## src/rtl/debug_display_scanner.sv

```systemverilog
// Debug display scanner: shows one of NUM_CH packed channels, selected manually or by a timed auto-scan.
// Optional snapshot freeze is compiled in when DBG_SNAPSHOT_FREEZE_EN is defined.
module debug_display_scanner #(
    parameter int NUM_CH   = 8,
    parameter int DATA_W   = 16,
    parameter int SCAN_DIV = 50000000
) (
    input  logic                     Clk,
    input  logic                     Reset,
    input  logic [NUM_CH*DATA_W-1:0] ch_data,
    input  logic [3:0]               sel,
    input  logic                     auto_en,
    input  logic                     step,
    input  logic                     freeze,
    output logic [DATA_W-1:0]        disp_data,
    output logic [3:0]               disp_ch,
    output logic                     scan_tick,
    output logic                     frozen
);
    localparam int              PW      = $clog2(SCAN_DIV);
    localparam logic [PW-1:0]   TERM    = PW'(SCAN_DIV - 1);
    localparam logic [3:0]      LAST_CH = 4'(NUM_CH - 1);

    typedef enum logic {ST_MANUAL = 1'b0, ST_AUTO = 1'b1} state_t;

    state_t                   r_state, w_state_next;
    logic [PW-1:0]            r_presc, w_presc_next;
    logic [3:0]               r_disp_ch, w_ch_next, w_sel_clamp, w_ch_inc;
    logic [DATA_W-1:0]        r_disp_data, w_word;
    logic                     r_scan_tick, w_tick_next;
    logic [NUM_CH*DATA_W-1:0] w_src;

    always_ff @(posedge Clk or posedge Reset) begin
        if (Reset) r_state <= ST_MANUAL;
        else       r_state <= w_state_next;
    end

    always_comb begin
        w_state_next = r_state;
        w_presc_next = r_presc;
        w_ch_next    = r_disp_ch;
        w_tick_next  = 1'b0;
        w_sel_clamp  = ({1'b0, sel} >= 5'(NUM_CH)) ? LAST_CH : sel;
        w_ch_inc     = (r_disp_ch == LAST_CH) ? 4'd0 : r_disp_ch + 4'd1;
        case (r_state)
            ST_MANUAL: begin
                if (auto_en) begin
                    // Entering auto keeps the channel already on display.
                    w_state_next = ST_AUTO;
                    w_presc_next = '0;
                end else begin
                    w_ch_next = w_sel_clamp;
                end
            end
            ST_AUTO: begin
                if (!auto_en) begin
                    w_state_next = ST_MANUAL;
                    w_presc_next = '0;
                    w_ch_next    = w_sel_clamp;
                end else if (step) begin
                    // A step wins over a coinciding terminal count: one advance, no tick.
                    w_ch_next    = w_ch_inc;
                    w_presc_next = '0;
                end else if (r_presc == TERM) begin
                    w_ch_next    = w_ch_inc;
                    w_presc_next = '0;
                    w_tick_next  = 1'b1;
                end else begin
                    w_presc_next = r_presc + 1'b1;
                end
            end
            default: w_state_next = ST_MANUAL;
        endcase
    end

    assign w_word = w_src[int'(w_ch_next)*DATA_W +: DATA_W];

    always_ff @(posedge Clk or posedge Reset) begin
        if (Reset) begin
            r_presc     <= '0;
            r_disp_ch   <= '0;
            r_disp_data <= '0;
            r_scan_tick <= 1'b0;
        end else begin
            r_presc     <= w_presc_next;
            r_disp_ch   <= w_ch_next;
            r_disp_data <= w_word;
            r_scan_tick <= w_tick_next;
        end
    end

`ifdef DBG_SNAPSHOT_FREEZE_EN
    logic                     r_freeze_d;
    logic                     r_frozen;
    logic [NUM_CH*DATA_W-1:0] r_snap;

    always_ff @(posedge Clk or posedge Reset) begin
        if (Reset) begin
            r_freeze_d <= 1'b0;
            r_frozen   <= 1'b0;
            r_snap     <= '0;
        end else begin
            r_freeze_d <= freeze;
            r_frozen   <= freeze;
            if (freeze && !r_freeze_d) r_snap <= ch_data;
        end
    end

    // On the capture edge the bank is still loading, so live data equals the snapshot.
    assign w_src  = (freeze && r_freeze_d) ? r_snap : ch_data;
    assign frozen = r_frozen;
`else
    logic w_unused_freeze;
    assign w_unused_freeze = freeze;
    assign w_src           = ch_data;
    assign frozen          = 1'b0;
`endif

    assign disp_ch   = r_disp_ch;
    assign disp_data = r_disp_data;
    assign scan_tick = r_scan_tick;
endmodule
```

## config.mk

```make
export PLATFORM = sky130hd
export DESIGN_NAME = debug_display_scanner
export DESIGN_NICKNAME = d
export VERILOG_FILES = /design/src/rtl/debug_display_scanner.sv
export SDC_FILE = /design/constraint.sdc
export NUM_CORES = 1
export LEC_CHECK = 0
export ABC_AREA = 1
export ABC_CLOCK_PERIOD_IN_PS = 2350
export BUFFER_PORTS_ARGS = -buffer_cell sky130_fd_sc_hd__buf_4
export CAP_MARGIN = 40
export CORE_MARGIN = 2
export CORE_UTILIZATION = 30
export CTS_CLUSTER_DIAMETER = 120
export DETAILED_ROUTE_END_ITERATION = 10
export PLACE_DENSITY_LB_ADDON = 0.08
export SLEW_MARGIN = 20
export SYNTH_ARGS = -nofsm -noshare
export SYNTH_HDL_FRONTEND = slang
export SYNTH_SLANG_ARGS = --single-unit
```

## constraint.sdc

```tcl
create_clock -name Clk -period 2.35 [get_ports Clk]
set_input_delay 0.235 -clock Clk [delete_from_list [all_inputs] [get_ports Clk]]
set_output_delay 0.235 -clock Clk [all_outputs]
set_load 0.05 [all_outputs]
```

After elaboration in Yosys (flattened, before gate mapping)
Cells that the tools add are included.
{"block": "word_totals", "register_bits": 48, "input_bits": 137, "output_inout_bits": 22, "word_cells": 30}
{"block": "classes", "addsub": 2, "magnitude_cmp": 1, "n_eq_ne": 3, "shift": 1, "mux": 17, "bitwise": 1}
{"cell": "$shiftx 128x9->16", "count": 1}
{"cell": "$mux 26", "count": 4}
{"cell": "$pmux 26 s2", "count": 1}
{"cell": "$add 26x1->26 const B", "count": 1}
{"cell": "$eq 26x26->1 const B", "count": 1}
{"cell": "$mux 4", "count": 6}
{"cell": "$pmux 4 s2", "count": 1}
{"cell": "$mux 1", "count": 5}
{"cell": "$add 4x1->4 const B", "count": 1}
{"cell": "$eq 4x3->1 const B", "count": 1}
{"cell": "$ge 4x4->1 const B", "count": 1}
{"cell": "$ne 2x2->1 const B", "count": 1}
{"cell": "$not 1->1", "count": 1}

Longest topological paths before layout
Gate-level depths: netlist of the first run.
{"block": "depth", "word_depth": 7, "depth_mapped": 16, "depth_no_buf": 15}

Worst setup path after synthesis of the first run
Ideal clock, no wire load.
{"block": "synth_timing", "path_type": "reg2reg", "start": "register r_disp_ch[0], in the netlist disp_ch[0]", "end": "register r_disp_data[2], in the netlist disp_data[2]", "arrival_ps": 1898, "path_slack_ps": 336, "path_stages_with_launch": 10, "n_path_buf": 2, "synth_period_minus_slack_ps": 2014, "path_cell_list": "dfrtp_1 > o32ai_1 > inv_1 > clkbuf_1 > clkbuf_1 > nand3_1 > nand3_1 > nand3_1 > nand2_1 > nor2_1"}
{"block": "synth_between", "elab_chain_cells": 7, "word_cells_on_any_way": 9, "cone_classes": "add/sub (1); eq/ne (1); shift (1); mux (6)"}
{"item": "start, declared", "line_no": "28", "source": "logic [3:0] r_disp_ch, w_ch_next, w_sel_clamp, w_ch_inc;"}
{"item": "start signal, assigned", "line_no": "86", "source": "r_disp_ch <= w_ch_next;"}
{"item": "$add 4x1->4 or $eq 4x3->1 (tied branches)", "line_no": "44", "source": "w_ch_inc = (r_disp_ch == LAST_CH) ? 4'd0 : r_disp_ch + 4'd1;"}
{"item": "$mux 4", "line_no": "44"}
{"item": "$mux 4", "line_no": "64", "source": "end else if (r_presc == TERM) begin"}
{"item": "$mux 4", "line_no": "60", "source": "end else if (step) begin"}
{"item": "$mux 4", "line_no": "56", "source": "if (!auto_en) begin"}
{"item": "$pmux 4 s2 *", "line_no": "45", "source": "case (r_state)"}
{"item": "$shiftx 128x9->16 *", "line_no": "76", "source": "assign w_word = w_src[int'(w_ch_next)*DATA_W +: DATA_W];"}
{"item": "named net w_word[2]", "line_no": "29", "source": "logic [DATA_W-1:0] r_disp_data, w_word;"}
{"item": "end signal, assigned", "line_no": "87", "source": "r_disp_data <= w_word;"}
{"item": "end, declared", "line_no": "29"}
The timed path passes the listed nets; every way through them passes the cells marked *.
A chain may end at the register's enable or synchronous reset.

Worst setup path in the final report of the first run
{"block": "layout_timing", "start": "register r_presc[11]", "end": "register r_disp_data[3], in the netlist disp_data[3]"}
{"block": "layout_between", "elab_chain_cells": 6}
{"item": "start, declared", "line_no": "27", "source": "logic [PW-1:0] r_presc, w_presc_next;"}
{"item": "start signal, assigned", "line_no": "85", "source": "r_presc <= w_presc_next;"}
{"item": "$eq 26x26->1", "line_no": "64"}
{"item": "$mux 4", "line_no": "64"}
{"item": "$mux 4", "line_no": "60"}
{"item": "$mux 4", "line_no": "56"}
{"item": "$pmux 4 s2", "line_no": "45"}
{"item": "$shiftx 128x9->16", "line_no": "76"}
{"item": "named net w_word[3]", "line_no": "29"}
The timed path passes the listed nets, and every way through them passes these cells.

==> results of run 1 <==
flip-flops by register name (all words and copies together) (netlist names):
name	count
r_state	1
r_presc	26
scan_tick	1
disp_data	16
disp_ch	4
routing by layer:
| layer | wire length (um) | vias to the layer above |
|---|---|---|
| met5 | 0 | - |
| met4 | 269 | 0 |
| li1 | - | 2430 |
| met1 | 5980 | 2137 |
| met3 | 652 | 14 |
| met2 | 7200 | 122 |
critical path, cell delays in order (launching register included):
cell	delay, ps
dfrtp_1	400
inv_1	130
nand2_1	70
nor2_1	100
nand2_1	80
nor2_2	120
nand2_4	90
nand2_4	100
nand3_2	90
a31oi_4	390
buf_4	230
nand3_1	130
nand2_1	100
nor2_1	40
cell type report:
class / instances / area [sq um] / area share [%]
inverters: 132 / 498 / 8.67
repair buffers: 174 / 1390 / 24.3
clock inverters: 2 / 35.0 / 0.610
clock buffers: 6 / 129 / 2.24
flip-flops and latches: 48 / 1200 / 20.9
multi-input cells: 475 / 2270 / 39.5
well taps: 176 / 220 / 3.83
layout by cell type (no fill, tap or decap), types with 2 or more instances in the layout:
cell type	n
buf_4	167
nand3_2	2
nor3_1	13
dfrtp_1	48
nand3b_1	16
nor2_4	3
nand4_1	2
xor2_1	6
buf_12	5
o21ai_0	25
nor2_1	92
nand2_2	4
a21oi_1	6
nand3_1	110
o22ai_1	8
nor2_2	6
nand2_4	2
nand2_1	162
nor4_1	2
o32ai_1	3
inv_1	128
ha_1	2
inv_2	3
clkbuf_16	6
timing repair:
item                                    in CTS  in global routing
endpoints found under the setup margin       0                 16
gates resized for setup                      0                  5
buffers inserted                             0                  1
cells by family after synthesis:
logic type	after synthesis
other	1
AND/OR/NAND/NOR	415
XOR/XNOR	7
adder cells (fa/ha/maj)	2
AO/OA/AOI/OAI	50
flip-flops	48
buffers and inverters	164
worst max path at each step:
stage | endpoint | slack (ps)
after floorplan | disp_data[2] | 340
after global placement | disp_data[15] | 150
after detailed placement | disp_data[15] | 170
after CTS | disp_data[15] | 140
after global routing | disp_data[15] | -30
final | disp_data[3] | 180
power breakdown:
group | internal [mW] | switching (mW) | total, mW | leakage [nW]
logic | 0.485 | 0.798 | 1.28 | 2.36
registers | 0.905 | 0.0433 | 0.949 | 0.618
clock network | 0.501 | 0.310 | 0.811 | 0.0808
==> impl_metrics.ini, run 1 <==
[synth]
synth_top_area_share_pct = 29.0
muxShareOfSynthArea_pct = 0
syn_area_sq_mm = 0.00414
syn_nets = 826
synth-edff-count = 0
ys_top_cells_by_area = dfrtp_1 29%, nand2_1 15%, nand3_1 13%
synthTopCellsByCount = 162 x nand2_1, 129 x inv_1, 110 x nand3_1
ys_ff_latch = 48
yosys.area_share.simple_pct = 44.8
synth_top_cell_by_area = dfrtp_1
synth_compound_area_share_pct = 7.62
synthArstFlopShare_pct = 100
synth_top_family_by_area = simple AND/OR/NAND/NOR gates
synth.most_common_cell = nand2_1
synth_cells = 687
yosysWarnings = 0
ys.flop_type = dfrtp_1
ys_seq_area_share_pct = 29.0
synth_cell_types = 36
avgSynthCellArea_sq_um = 6.02
synth_xor_area_share_pct = 1.48
synthAdderAreaFrac_pct = 0.605

[worst_setup_path]
critPathCaptureType = flop
r2r_slack_ps = 180
cp_data_arrival_time_ps = 2350
critical_path_class = flop to flop
start_kind = flop
worst_ep_required_time_ps = 2530
crit_fanout = 8
r2r_start = r_presc[11]
crit_start = r_presc[11]
ff2ff_path_depth = 13
r2r_end = disp_data[3]

[die]
ioPinCount = 159
die-area_sq_mm = 0.0148
chipWidth_um = 121
initial_utilization_pct = 31.0
rows = 42
die_h_um = 121
core-area_sq_mm = 0.0133

[status]
status = finished, final reports clean

[layout]
finalInstanceArea_sq_mm = 0.00575
num-nets-final = 975
final_util_pct = 43.0
syn_to_final_growth_pct = 38.8
instances_no_fill = 1013
fillers = 1443
diodes = 0
drive_gt1_share_pct = 24.7

[clock_tree]
cts_tree = built
clkTransAtPathRegs_ps = 70
htree_levels = 2
clkSinkCount = 48
clock_path_buffers = 2
clk_latency_ps = 290
cts_made_buffers = 5
cts_hold_buf = 0
cts_root_buf = clkbuf_16

[grt]
grt_usage_pct = 19.1
globalRouteMet3Util_pct = 3.34
use_met1_pct = 23.0
grt_most_used_layer = met2
grtUsageMet2_pct = 34.6
antenna_found_initial = 0
grt_pass1_wl_mm = 22.4
grt_max_degree = 57
grt_pass1_vias = 4703
grt_overflow = 0

[routing]
wl_per_cell_um = 13.9
routed_via_density = 4.64
drc = 0
wl_mm = 14.1
drtIter0Drc = 216
vias = 4703
first_pass_iters = 4
antenna_left = 0

[pwr]
p_per_area_mw_per_mm2 = 530
ir_drop_uv = 268
p_leak_nw = 3.06
p_total_mw = 3.04

[timing]
whs_ps = 106
finalSetupViolCount = 0
clock_skew_ps = 7.11
worst_slack_ps = 179
slew_viol_final = 0
tightest_slew_ps = 641
relSlewSlack_pct = 57.3
finalCritPeriodShare_pct = 92.4
hold_viol = 0
grt_setup_unrepaired = yes
fmax_ghz = 0.461
setup-tns-final_ps = 0
finalCriticalPeriod_ps = 2170

[min_path]
hold_path_class = input pin to asynchronous set/reset pin

[place]
globalplace.congestion = 0.822
detailed_place_hpwl_mm = 10.8
post_dp_cell_area_sq_mm = 0.00553
dp_cells = 1003
place_ws_ps = 168
io_buffers = 156

[job]
cap_violations = 0
No activity file was read; power rests on OpenSTA's default activity.
==> run 2, diff against run 1 <==
--- a/config.mk
+++ b/config.mk
@@ -10,11 +10,11 @@
 export BUFFER_PORTS_ARGS = -buffer_cell sky130_fd_sc_hd__buf_4
 export CAP_MARGIN = 40
 export CORE_MARGIN = 2
-export CORE_UTILIZATION = 30
+export CORE_UTILIZATION = 43
 export CTS_CLUSTER_DIAMETER = 120
 export DETAILED_ROUTE_END_ITERATION = 10
 export PLACE_DENSITY_LB_ADDON = 0.08
-export SLEW_MARGIN = 20
+export SLEW_MARGIN = 10
 export SYNTH_ARGS = -nofsm -noshare
 export SYNTH_HDL_FRONTEND = slang
 export SYNTH_SLANG_ARGS = --single-unit
==> impl_metrics.ini, run 2 (synthesis gave the netlist of run 1 again) <==
[clock_tree]
clkSinkCount = 48
htree_levels = 2
cts_root_buf = clkbuf_8
clock_path_buffers = 2
cts_tree = built
clkTransAtPathRegs_ps = 90
clk_latency_ps = 310
cts_made_buffers = 5

[timing]
fmax_ghz = 0.464
finalCritPeriodShare_pct = 91.7
whs_ps = 94.3
clock_skew_ps = 14.2
tightest_slew_ps = 553
relSlewSlack_pct = 63.0
hold_viol = 0
slew_viol_final = 0
finalSetupViolCount = 0
finalCriticalPeriod_ps = 2150

[worst_setup_path]
ff2ff_path_depth = 16
crit_fanout = 40
r2r_slack_ps = 200
worst_ep_required_time_ps = 2580
r2r_start = r_presc[11]
critical_path_class = flop to flop
start_kind = flop
r2r_end = disp_data[3]
critPathCaptureType = flop
cp_data_arrival_time_ps = 2390

[layout]
largest_reg_flops = 26
syn_to_final_growth_pct = 37.8
diodes = 0
fillers = 900
regMostFlops = r_presc
layout_common_cells = 167 x buf_4, 162 x nand2_1, 128 x inv_1
instances_no_fill = 969
final_common_cell = buf_4
drive_gt1_share_pct = 24.9
num-nets-final = 978

[die]
rows = 35
die_h_um = 102
die-area_sq_mm = 0.0104
ioPinCount = 159
core-area_sq_mm = 0.00928
initial_utilization_pct = 44.6
chipWidth_um = 102

[grt]
antenna_found_initial = 0
grt_max_degree = 82
grt_pass1_vias = 4347
grt_usage_pct = 23.9
grt_pass1_wl_mm = 19.8
grt_overflow = 0

[min_path]
min_from = auto_en
hold_path_class = input pin to flop
min_to = r_state
min_path_cells = 1

[pwr]
p_total_mw = 2.84
p_per_area_mw_per_mm2 = 498
p_leak_nw = 3.07
ir_drop_uv = 225

[routing]
antenna_left = 0
wl_mm = 13.0
wl_per_cell_um = 13.4
drtIter0Drc = 251
routed_via_density = 4.96
first_pass_iters = 5
vias = 4808
drc = 0

[place]
detailed_place_hpwl_mm = 9.88
globalplace.congestion = 0.907
io_buffers = 156
dp_cells = 954

[job]
cap_violations = 0

[status]
status = finished, final reports clean
[run 2: critical path, stage by stage, from the launching register on]
cell	delay [ps]
dfrtp_1	400
inv_1	120
nand2_1	70
nor2_1	110
nand2_1	70
nor2_2	140
nand2_4	90
nand2_4	90
nand2_1	100
nand3_4	130
nand2_4	100
clkbuf_16	230
nand2_1	80
nand2_1	50
nor2_1	140
nor2_1	60
nor2_1	90
[run 2: how the worst max path moves through the flow]
stage                 from             to  cells past startpoint  slack, ps
6_report       r_presc[11]   disp_data[3]                     16        200
5_1_grt         r_presc[0]  disp_data[13]                     14         -3
4_1_cts         r_presc[0]   disp_data[0]                     13        130
3_5_place_dp    r_presc[0]   disp_data[0]                     13        160
3_3_place_gp   r_presc[11]   disp_data[0]                     15        170
2_1_floorplan   disp_ch[0]   disp_data[2]                      9        340
[run 2: per-stage QoR]
| step | setup WS (ps) | utilization, % | area, sq um | setup TNS [ps] |
|---|---|---|---|---|
| finish | 195 | 61.5 | 5710 | 0 |
| CTS | 128 | 60.1 | 5580 | 0 |
| global placement | 168 | 58.8 | 5460 | 0 |
| global route | -2.80 | 61.5 | 5710 | -2.80 |
| detailed placement | 164 | 58.8 | 5460 | 0 |
| floorplan | 336 | - | 4140 | 0 |
[run 2: where the power goes]
| group | internal [mW] | total, mW | switching (mW) |
|---|---|---|---|
| clock | 0.316 | 0.594 | 0.278 |
| sequential | 0.905 | 0.950 | 0.0452 |
| combinational | 0.505 | 1.30 | 0.796 |
| total | 1.73 | 2.84 | 1.12 |
[run 2: cell type report]
type	count	area (sq um)	share of cell area, %
Clock inverter	2	35.0	0.614
Inverter	132	498	8.73
Tap cell	129	161	2.83
Clock buffer	6	72.6	1.27
Multi-Input combinational cell	475	2280	39.9
Timing Repair Buffer	177	1460	25.6
Sequential cell	48	1200	21.1
[run 2: layer usage]
layer  up-vias  share of wire (%)  GRT usage [%]
met4         0                2.8           9.85
li1       2430                  -              -
met3        30                6.2           3.56
met1      2142                 40           30.2
met2       206                 51           40.7
met5         -                  0              0
[run 2: repair_timing]
item / 4_1_cts / 5_1_grt
endpoints found under the hold margin: 48 / 0
endpoints found under the setup margin: 0 / 19
resized for setup: 0 / 5
hold buffers: 1 / 0
buffers inserted: 0 / 3
==> run 3, diff against run 2 <==
--- a/config.mk
+++ b/config.mk
@@ -13,6 +13,7 @@
 export CORE_UTILIZATION = 43
 export CTS_CLUSTER_DIAMETER = 120
 export DETAILED_ROUTE_END_ITERATION = 10
+export GPL_TIMING_DRIVEN = 0
 export PLACE_DENSITY_LB_ADDON = 0.08
 export SLEW_MARGIN = 10
 export SYNTH_ARGS = -nofsm -noshare
==> impl_metrics.ini, run 3 (synthesis gave the netlist of run 1 again) <==
[status]
status = finished, final reports clean

[worst_setup_path]
r2r_start = r_presc[16]
critical_path_class = flop to flop
critPathCaptureType = flop
start_kind = flop
r2r_slack_ps = 90
worst_ep_required_time_ps = 2550
r2r_end = disp_data[6]
cp_data_arrival_time_ps = 2460
ff2ff_path_depth = 14
crit_fanout = 10

[routing]
drc = 0
vias = 4840
wl_per_cell_um = 13.9
first_pass_iters = 5
antenna_left = 0
wl_mm = 13.7
drtIter0Drc = 164
routed_via_density = 4.92

[grt]
grt_overflow = 0
antenna_found_initial = 0
grt_usage_pct = 26.4
grt_pass1_wl_mm = 21.6
grt_pass1_vias = 4653
grt_max_degree = 26

[layout]
final_util_pct = 61.2
regMostFlops = r_presc
instances_no_fill = 983
finalInstanceArea_sq_mm = 0.00568
largest_reg_flops = 26
final_common_cell = buf_4
num-nets-final = 992
fillers = 932
layout_common_cells = 163 x buf_4, 160 x nand2_1, 127 x inv_1
drive_gt1_share_pct = 26.2
diodes = 0
syn_to_final_growth_pct = 37.3

[timing]
relSlewSlack_pct = 49.4
finalSetupViolCount = 0
finalCritPeriodShare_pct = 96.1
clock_skew_ps = 7.28
slew_viol_final = 0
setup-tns-final_ps = 0
whs_ps = 47.7
hold_viol = 0
worst_slack_ps = 90.9
fmax_ghz = 0.443
tightest_slew_ps = 757
finalCriticalPeriod_ps = 2260

[die]
die-area_sq_mm = 0.0104
die_h_um = 102
ioPinCount = 159
rows = 35
initial_utilization_pct = 44.6
chipWidth_um = 102
core-area_sq_mm = 0.00928

[place]
detailed_place_hpwl_mm = 11.4
post_dp_cell_area_sq_mm = 0.00549
io_buffers = 156
globalplace.congestion = 0.937
place_ws_ps = -34.9
dp_cells = 973

[min_path]
min_to = r_state
min_path_cells = 1
min_from = auto_en
hold_path_class = input pin to flop

[clock_tree]
htree_levels = 2
clk_latency_ps = 300
cts_tree = built
clkSinkCount = 48
cts_root_buf = clkbuf_8
clkTransAtPathRegs_ps = 90
cts_made_buffers = 5
clock_path_buffers = 2

[job]
cap_violations = 0

[pwr]
p_per_area_mw_per_mm2 = 485
ir_drop_uv = 266
p_leak_nw = 3.05
p_total_mw = 2.76
==> run 3: changes by cell type in the layout (fill, tap and decap cells not counted), sizes merged <==
cell    previous run  this run
clkinv             1         0
bufinv             1         0
clkbuf             9        18
buf              173       180
==> run 3: layer usage <==
metal | wire [um] | vias up | track usage (%)
li1 | - | 2464 | -
met1 | 5630 | 2172 | 32.7
met2 | 6870 | 170 | 46.2
met3 | 711 | 34 | 3.90
met4 | 456 | 0 | 10.3
met5 | 0 | - | 0
==> run 3: final cells by class <==
class	instances	area (sq um)	area share [%]
clock buffer	8	90.1	1.58
tap	129	161	2.84
multi-input combinational	475	2320	40.8
timing repair buffer	159	1210	21.3
buffer	32	204	3.59
inverter	132	498	8.76
sequential	48	1200	21.2
==> run 3: power by group <==
part / total, mW / switching (mW) / internal (mW)
Clock: 0.516 / 0.275 / 0.241
Sequential: 0.950 / 0.0457 / 0.905
Combinational: 1.29 / 0.808 / 0.482
Total: 2.76 / 1.13 / 1.63
==> run 3: critical path, cell delays in order (launching register included) <==
cell	delay (ps)
dfrtp_2	460
nor2_1	190
nand3_1	160
nor2_4	150
nand2_4	90
nand2_4	100
nand2_1	100
nand3_4	110
buf_6	160
buf_6	140
nand3_1	70
nand3_1	100
nand3_1	120
nand2_1	140
nor2_1	60
==> run 3: worst max path at each step <==
stage                          endpoint         from  depth (start not counted)  slack, ps
after floorplan            disp_data[2]   disp_ch[0]                          9        340
after global placement     disp_data[6]   r_presc[0]                         13        -20
after detailed placement   disp_data[6]   r_presc[0]                         13        -30
after CTS                 disp_data[10]   r_presc[0]                         14         20
after global routing        r_presc[25]   r_presc[2]                         13        -10
final                      disp_data[6]  r_presc[16]                         14         90
==> run 3: what timing repair did <==
item	in CTS	in global routing
endpoints found under the setup margin	2	19
resized for setup	5	20
hold buffers	1	0
setup buffers	0	1
pin swaps	0	1
hold endpoints to repair	23	0
gates cloned	0	0
